`src/rtl/mux_pkg.sv`:
```
// mux_pkg: shared width constant and data type for the select/skid datapath.
package mux_pkg;
    localparam int DATA_W = 64;
    typedef logic [DATA_W-1:0] data_t;
endpackage

```
`src/rtl/skid_buffer.sv`:
```
// skid_buffer: output register plus one skid entry; in_ready is registered (skid empty).
module skid_buffer #(
    parameter int WIDTH = 64
) (
    input  logic             clk,
    input  logic             rst_n,
    input  logic             in_valid,
    output logic             in_ready,
    input  logic [WIDTH-1:0] in_data,
    output logic             out_valid,
    input  logic             out_ready,
    output logic [WIDTH-1:0] out_data
);
    logic [WIDTH-1:0] skid_data;
    logic             skid_valid;

    assign in_ready = !skid_valid;

    // A full skid implies a full main register, so only a drain can move it forward.
    always_ff @(posedge clk or negedge rst_n) begin
        if (!rst_n) begin
            out_data   <= '0;
            out_valid  <= 1'b0;
            skid_data  <= '0;
            skid_valid <= 1'b0;
        end else if (skid_valid) begin
            if (out_ready) begin
                out_data   <= skid_data;
                skid_valid <= 1'b0;
            end
        end else if (in_valid) begin
            if (!out_valid || out_ready) begin
                out_data  <= in_data;
                out_valid <= 1'b1;
            end else begin
                skid_data  <= in_data;
                skid_valid <= 1'b1;
            end
        end else if (out_ready) begin
            out_valid <= 1'b0;
        end
    end
endmodule

```
`src/rtl/mux_2to1.sv`:
```
// mux_2to1: 2:1 word select with a zero-latency output and an optional
// registered valid/ready output backed by a skid buffer.
module mux_2to1
    import mux_pkg::*;
#(
    parameter int WIDTH      = DATA_W,
    parameter bit REGISTERED = 1'b1
) (
    input  logic             clk,
    input  logic             rst_n,
    input  logic [WIDTH-1:0] in_0,
    input  logic [WIDTH-1:0] in_1,
    input  logic             sig,
    input  logic             in_valid,
    output logic             in_ready,
    output logic [WIDTH-1:0] out,
    output logic             out_valid,
    input  logic             out_ready,
    output logic [WIDTH-1:0] out_comb
);
    // if/else rather than ?: so an unknown select falls through to in_0 in simulation
    always_comb begin
        if (sig) out_comb = in_1;
        else out_comb = in_0;
    end

    generate
        if (REGISTERED) begin : g_reg
            skid_buffer #(.WIDTH(WIDTH)) u_skid (
                .clk       (clk),
                .rst_n     (rst_n),
                .in_valid  (in_valid),
                .in_ready  (in_ready),
                .in_data   (out_comb),
                .out_valid (out_valid),
                .out_ready (out_ready),
                .out_data  (out)
            );
        end else begin : g_comb
            assign out       = out_comb;
            assign out_valid = in_valid;
            assign in_ready  = out_ready;
        end
    endgenerate
endmodule

```
`config.mk`:
```
export PLATFORM = sky130hd
export DESIGN_NAME = mux_2to1
export DESIGN_NICKNAME = d
export VERILOG_FILES = /design/src/rtl/mux_pkg.sv /design/src/rtl/skid_buffer.sv /design/src/rtl/mux_2to1.sv
export SDC_FILE = /design/constraint.sdc
export NUM_CORES = 1
export LEC_CHECK = 0
export CAP_MARGIN = 20
export CORE_MARGIN = 5
export CORE_UTILIZATION = 45
export DETAILED_ROUTE_END_ITERATION = 8
export GPL_TIMING_DRIVEN = 0
export PLACE_DENSITY_LB_ADDON = 0.12
export SLEW_MARGIN = 20
export SYNTH_ARGS = -nofsm -noshare
export SYNTH_HDL_FRONTEND = slang
export SYNTH_SLANG_ARGS = --single-unit
```
`constraint.sdc`:
```
create_clock -name clk -period 4.4 [get_ports clk]
set_clock_uncertainty 0.05 [all_clocks]
set_input_delay 0.88 -clock clk [delete_from_list [all_inputs] [get_ports clk]]
set_output_delay 0.88 -clock clk [all_outputs]
set_load 0.03 [all_outputs]
```
==> out/metrics.cfg, run 1 <==
[timing]
post-route-min-period_ps=3430
tightest_slew_ps=563
finalHoldViolCount=0
rsz0062_at_grt=no
fin_tns_setup_ps=0
clock.fmax_mhz=292
report.final.slew_viol_count=0
fin_ws_ps=973
finalCritPeriodShare=0.779
final-setup-viol-count=0
slew_headroom=0.624

[floorplanning]
rows=44
ios=263
coreArea_um2=14600
initial_core_util=0.463
fp.dieW_um=133
die_area_um2=17600
die_h_um=133

[worst_hold_path]
hp-class=input port to asynchronous set/reset pin

[synthesis]
ys_seq_area_frac=0.479
ys_types=24
synth.area.top_cells=dfrtp_1 48%, mux2_2 14%, o221a_1 11%, mux2i_1 9.6%, mux2_4 8.2%
synth_top_family_by_area=multiplexers
post_synth_and_or_nand_nor_area_fraction=0.0411
syn_avg_cell_area_um2=13.5
yosys_register_bits=130
netlist_area_um2=6790
synth_compound_area_frac=0.110
synth_fa_ha_area_frac=0
syn_nets=637
synth_top_cell_by_area=dfrtp_1
syn_inst=504
yosys_warnings=0
netlist.area_leader.share=0.479
synthMuxAreaShare=0.325
synthXorXnorAreaFrac=0

[layout]
final_core_util=0.695
drive_gt1_frac=0.229
area_growth_pct=50.0
final_nets=918
design_area_um2=10200
diodes=0
final_cells=980

[route]
dr_total_vias=5397
ant_nets=0
drt-met1-wl_um=8090
met3_length_um=1490
met2_wirelength_um=9780
drt-total-wl_um=19700
vias_per_cell=5.51
top_layer=met4
wire_per_inst_um=20.1
drt_iter0_markers=223
drc=0
firstDrtPassIters=4

[power]
p_leak_nw=4.23
p_per_area_nw_per_um2=534
ir_drop_uv=283

[placement]
dpl_cell_area_um2=9660
gp_congestion=0.779
hpwl_um=14400
dp.cells=950
port_buffers=261
dp_slack_ps=965

[global_routing]
grtUsageTotal=0.221
grt_antenna_before_repair=0
grt-ovfl-total=0
grt_pass1_vias=5907
grt_max_degree=67
grt_pass1_wl_um=31300

[clock_tree]
cts_tree=yes
insertion_delay_ps=410
ctsResizeCount=0
cts_sinks=130
cts_buffer_depth=2
cts_hold_buf=0
cts.reportedPaths.clkPinSlew_ps=50
htree_levels=4
cts_buffers=17
clockRootBuffer=clkbuf_16
cts_setup_buffers=0

[critical_path]
endpoint_kind=output port
startpoint=sig
r2r-start=g_reg.u_skid.skid_valid
critPathLaunchType=input port
critPathSlowestCell=clkdlybuf4s50_1
worstPathArrival_ps=2500
critPathMaxStageDelay_ps=620
path_cells=buf_2, buf_6, mux2_2, clkdlybuf4s50_1
crit_type=input port to output port
required_ps=3470
cp_max_fo=10

[status]
status=finished, final reports clean

[job]
cap_violations=0

-- path summary, 6_finish.rpt --
check,end,slack [ps],cells after the start
max,out_comb[43],970,4
min,g_reg.u_skid.out_data[13],350,1
max reg2reg,g_reg.u_skid.out_data[51],2590,5
min reg2reg,g_reg.u_skid.skid_data[60],440,1
max in group asynchronous,g_reg.u_skid.out_data[44],3240,2
min in group clk,g_reg.u_skid.skid_data[60],440,1
-- critical path, delay by kind of cell --
family	cells	cell delay (ps)
buffers and inverters	3	1210
multiplexers	1	390
-- area by class of cell --
class                   instances  area, um^2
clock buffers                  24         482
multi-input cells             329        3230
clock inverters                 6        32.5
plain buffers                  42         288
inverters                       3        11.3
repair buffers                262        2650
fillers                      1087        4470
well taps                     184         230
flip-flops and latches        130        3250
-- synthesized netlist by cell type, drive strengths merged --
library cell / count
dfrtp: 130
nor2b: 1
o21ai: 1
mux2: 126
a21o: 1
mux2i: 65
inv: 3
o221a: 64
a21oi: 1
and4bb: 1
o21a: 1
nand2: 65
clkbuf: 10
buf: 32
nor2: 1
nand2b: 2
-- power by group --
part	leakage (nW)	internal, mW	switching, mW
Clock	0.255	0.752	0.496
Sequential	1.50	1.64	0.308
Combinational	2.48	1.13	1.11
-- stage by stage --
stage               total power [mW]  hold WS (ps)
finish                          5.43           352
global route                    5.69           389
CTS                             5.47           366
detailed placement              4.20           429
global placement                4.11           417
floorplan                       3.26           408
-- sequential cells by signal, summed over array words and instances, names as in the netlist --
register	flops
g_reg.u_skid.out_data	64
g_reg.u_skid.skid_valid	1
g_reg.u_skid.skid_data	64
g_reg.u_skid.out_valid	1
-- kinds of logic after synthesis --
| family | count (synthesis) |
|---|---|
| and+or+nand+nor | 70 |
| AOI/OAI and AO/OA | 68 |
| buffers and inverters | 45 |
| muxes | 191 |
| DFF | 130 |
-- metal layers --
layer,global-route usage,vias to the layer above
li1,-,2452
met1,0.260,2720
met2,0.379,196
met3,0.0778,29
met4,0.0722,0
met5,0,-
-- cells in the final DEF, fill, tap and decap left out, drive strengths merged --
master | Yosys | layout
o21ai | 1 | 1
clkbuf | 10 | 34
a21o | 1 | 1
clkinvlp | 0 | 1
buf | 32 | 34
and4bb | 1 | 1
a21oi | 1 | 1
nand2b | 2 | 2
o221a | 64 | 64
inv | 3 | 3
clkdlybuf4s50 | 0 | 260
mux2i | 65 | 65
o21a | 1 | 1
clkinv | 0 | 5
nor2b | 1 | 1
nand2 | 65 | 65
nor2 | 1 | 1
dfrtp | 130 | 130
mux2 | 126 | 126
(Power assumes the default switching activity.)
==> run 2: changes to the inputs <==
--- a/config.mk
+++ b/config.mk
@@ -7,7 +7,7 @@
 export LEC_CHECK = 0
 export CAP_MARGIN = 20
 export CORE_MARGIN = 5
-export CORE_UTILIZATION = 45
+export CORE_UTILIZATION = 40
 export DETAILED_ROUTE_END_ITERATION = 8
 export GPL_TIMING_DRIVEN = 0
 export PLACE_DENSITY_LB_ADDON = 0.12
==> constraint.sdc (replaced) <==
create_clock -name clk -period 2.7 [get_ports clk]
set_clock_uncertainty 0.05 [all_clocks]
set_input_delay 0.54 -clock clk [delete_from_list [all_inputs] [get_ports clk]]
set_output_delay 0.54 -clock clk [all_outputs]
set_load 0.03 [all_outputs]
==> run 2 against run 1 <==
- the flow now finishes with violations (negative hold slack)
- utilization is 7.6 points lower
- power is 68% higher
- first-iteration DRC count is 13% higher
- critical path depth is 1 higher
- critical path type unchanged
- largest power group unchanged
==> out/metrics.cfg, run 2 (synthesized netlist as in run 1, its figures left out) <==
[status]
violations=negative hold slack
status=complete, but fails checks  ; was finished, final reports clean

[timing]
slew_headroom=0.644  ; was 0.624
rsz0062_at_grt=no  ; unchanged
report.final.slew_viol_count=0  ; unchanged
fin_tns_setup_ps=0  ; unchanged
post-route-min-period_ps=2630
finalHoldViolCount=6  ; was 0
clock.fmax_mhz=380
finalCritPeriodShare=0.975
tightest_slew_ps=535  ; was 563 ps
final-setup-viol-count=0  ; unchanged
holdWs_ps=-7.99  ; was 352 ps

[layout]
drive_gt1_frac=0.232  ; was 0.229
reg_top3=g_reg.u_skid.out_data: 64 flops, g_reg.u_skid.skid_data: 64 flops  ; unchanged
final_cells=1016  ; was 980
final_common_cell=clkdlybuf4s50_1  ; unchanged
final_core_util=0.619  ; was 0.695
final_nets=917  ; was 918
diodes=0  ; unchanged
mostFrequentLayoutCells=260 x clkdlybuf4s50_1, 130 x dfrtp_1, 85 x mux2_2  ; unchanged
area_growth_pct=51.8  ; was 50.0%

[placement]
gp_congestion=0.802  ; was 0.779
dp.cells=986  ; was 950
hpwl_um=14400  ; about the same
port_buffers=261  ; unchanged

[clock_tree]
cts_buffers=17  ; unchanged
cts_setup_buffers=0  ; unchanged
cts_hold_buf=0  ; unchanged
cts_buffer_depth=2  ; unchanged
ctsResizeCount=1  ; was 0
htree_levels=4  ; unchanged
cts_tree=yes  ; unchanged
cts.reportedPaths.clkPinSlew_ps=60  ; was 50 ps
insertion_delay_ps=420  ; was 410 ps
clockRootBuffer=clkbuf_16  ; unchanged
cts_sinks=130  ; unchanged

[power]
p_leak_nw=4.26  ; was 4.23 nW
clockPowerShare=0.256  ; was 0.230
power_mw=9.13  ; was 5.43 mW
swShare=0.344  ; was 0.353
pwr-share-seq=0.346  ; was 0.358
share_comb_of_total_power=0.399  ; was 0.413
p_switching_mw=3.14  ; was 1.92 mW
p_per_area_nw_per_um2=887  ; was 534 nW/um^2
ir_drop_uv=465  ; was 283 uV
p_int_mw=5.99  ; was 3.52 mW

[floorplanning]
fp.dieW_um=140  ; was 133 um
ios=263  ; unchanged
coreArea_um2=16600  ; was 14,600 um^2
initial_core_util=0.408  ; was 0.463
rows=47  ; was 44
die_h_um=140  ; was 133 um
die_area_um2=19700  ; was 17,600 um^2

[global_routing]
grt_pass1_wl_um=31400  ; was 31,300 um
grt_pass1_vias=5818  ; was 5,907
grt_max_degree=68  ; was 67
grt_antenna_before_repair=0  ; unchanged
grt-ovfl-total=0  ; unchanged
grtUsageTotal=0.200  ; was 0.221

[critical_path]
critPathLaunchType=input port  ; unchanged
crit_type=input port to output port  ; unchanged
worstPathArrival_ps=2040  ; was 2500 ps
r2r-start=g_reg.u_skid.skid_valid  ; unchanged
required_ps=2110  ; was 3470 ps
startpoint=sig  ; unchanged
r2r_slack_ps=760  ; was 2590 ps
endpoint_kind=output port  ; unchanged
cp_max_fo=10  ; unchanged

[route]
dr_total_vias=5336  ; was 5,397
ant_nets=0  ; unchanged
firstDrtPassIters=6  ; was 4
drt-total-wl_um=19800  ; was 19,700 um
drt_iter0_markers=253  ; was 223
vias_per_cell=5.25  ; was 5.51
drc=0  ; unchanged
wire_per_inst_um=19.4  ; was 20.1 um

[job]
cap_violations=0  ; unchanged

[worst_hold_path]
hp-class=input port to asynchronous set/reset pin  ; unchanged

[run 2: cell count changes in the layout (fill, tap and decap cells not counted), sizes merged]
cell and change:
clkinvlp +1, clkbuf -4, bufinv +3
[run 2: final timing paths]
check | endpoint | cells past startpoint
min in group clk | g_reg.u_skid.skid_data[59] | 1
worst min register to register | g_reg.u_skid.skid_data[59] | 1
worst max register to register | g_reg.u_skid.out_data[40] | 5
max in group asynchronous | g_reg.u_skid.out_data[45] | 2
worst min-delay path | g_reg.u_skid.skid_data[5] | 1
worst max-delay path | out_comb[62] | 5
[run 2: area by class of cell]
type,count,area (um^2)
inverter,3,11.3
timing repair buffer,262,2650
tap,220,275
sequential,130,3250
multi-input combinational,329,3230
buffer,41,287
clock inverter,10,134
fill,1293,6340
clock buffer,21,460
[run 2: layer usage]
layer  global-route usage  wire (um)
met5                    0          0
met4               0.0581        283
met3               0.0654       1380
met2                0.337       9870
met1                0.247       8220
[run 2: stage by stage]
stage / hold slack [ps] / cell area [um^2] / worst slack (ps)
final: -7.99 / 10300 / 66.6
after global routing: 35.1 / 10300 / 11.9
after CTS: 8.96 / 10300 / 37.0
after detailed placement: 430 / 9710 / -131
after global placement: 418 / 9670 / -3990
after floorplan: 194 / 6790 / 759
[run 2: worst max-delay path: stages]
cell             delay, ps
buf_4                  260
buf_6                  210
mux2i_1                350
inv_2                   70
clkdlybuf4s50_1        620
[run 2: power by group through the flow]
| stage | clock (mW) | combinational (mW) | sequential, mW |
|---|---|---|---|
| 5_1_grt | 2.46 | 3.86 | 3.25 |
| 3_3_place_gp | 0 | 3.59 | 3.12 |
| 4_1_cts | 2.39 | 3.69 | 3.16 |
| 3_5_place_dp | 0 | 3.67 | 3.17 |
| 6_report | 2.34 | 3.64 | 3.16 |
| 2_1_floorplan | 0 | 1.54 | 3.76 |
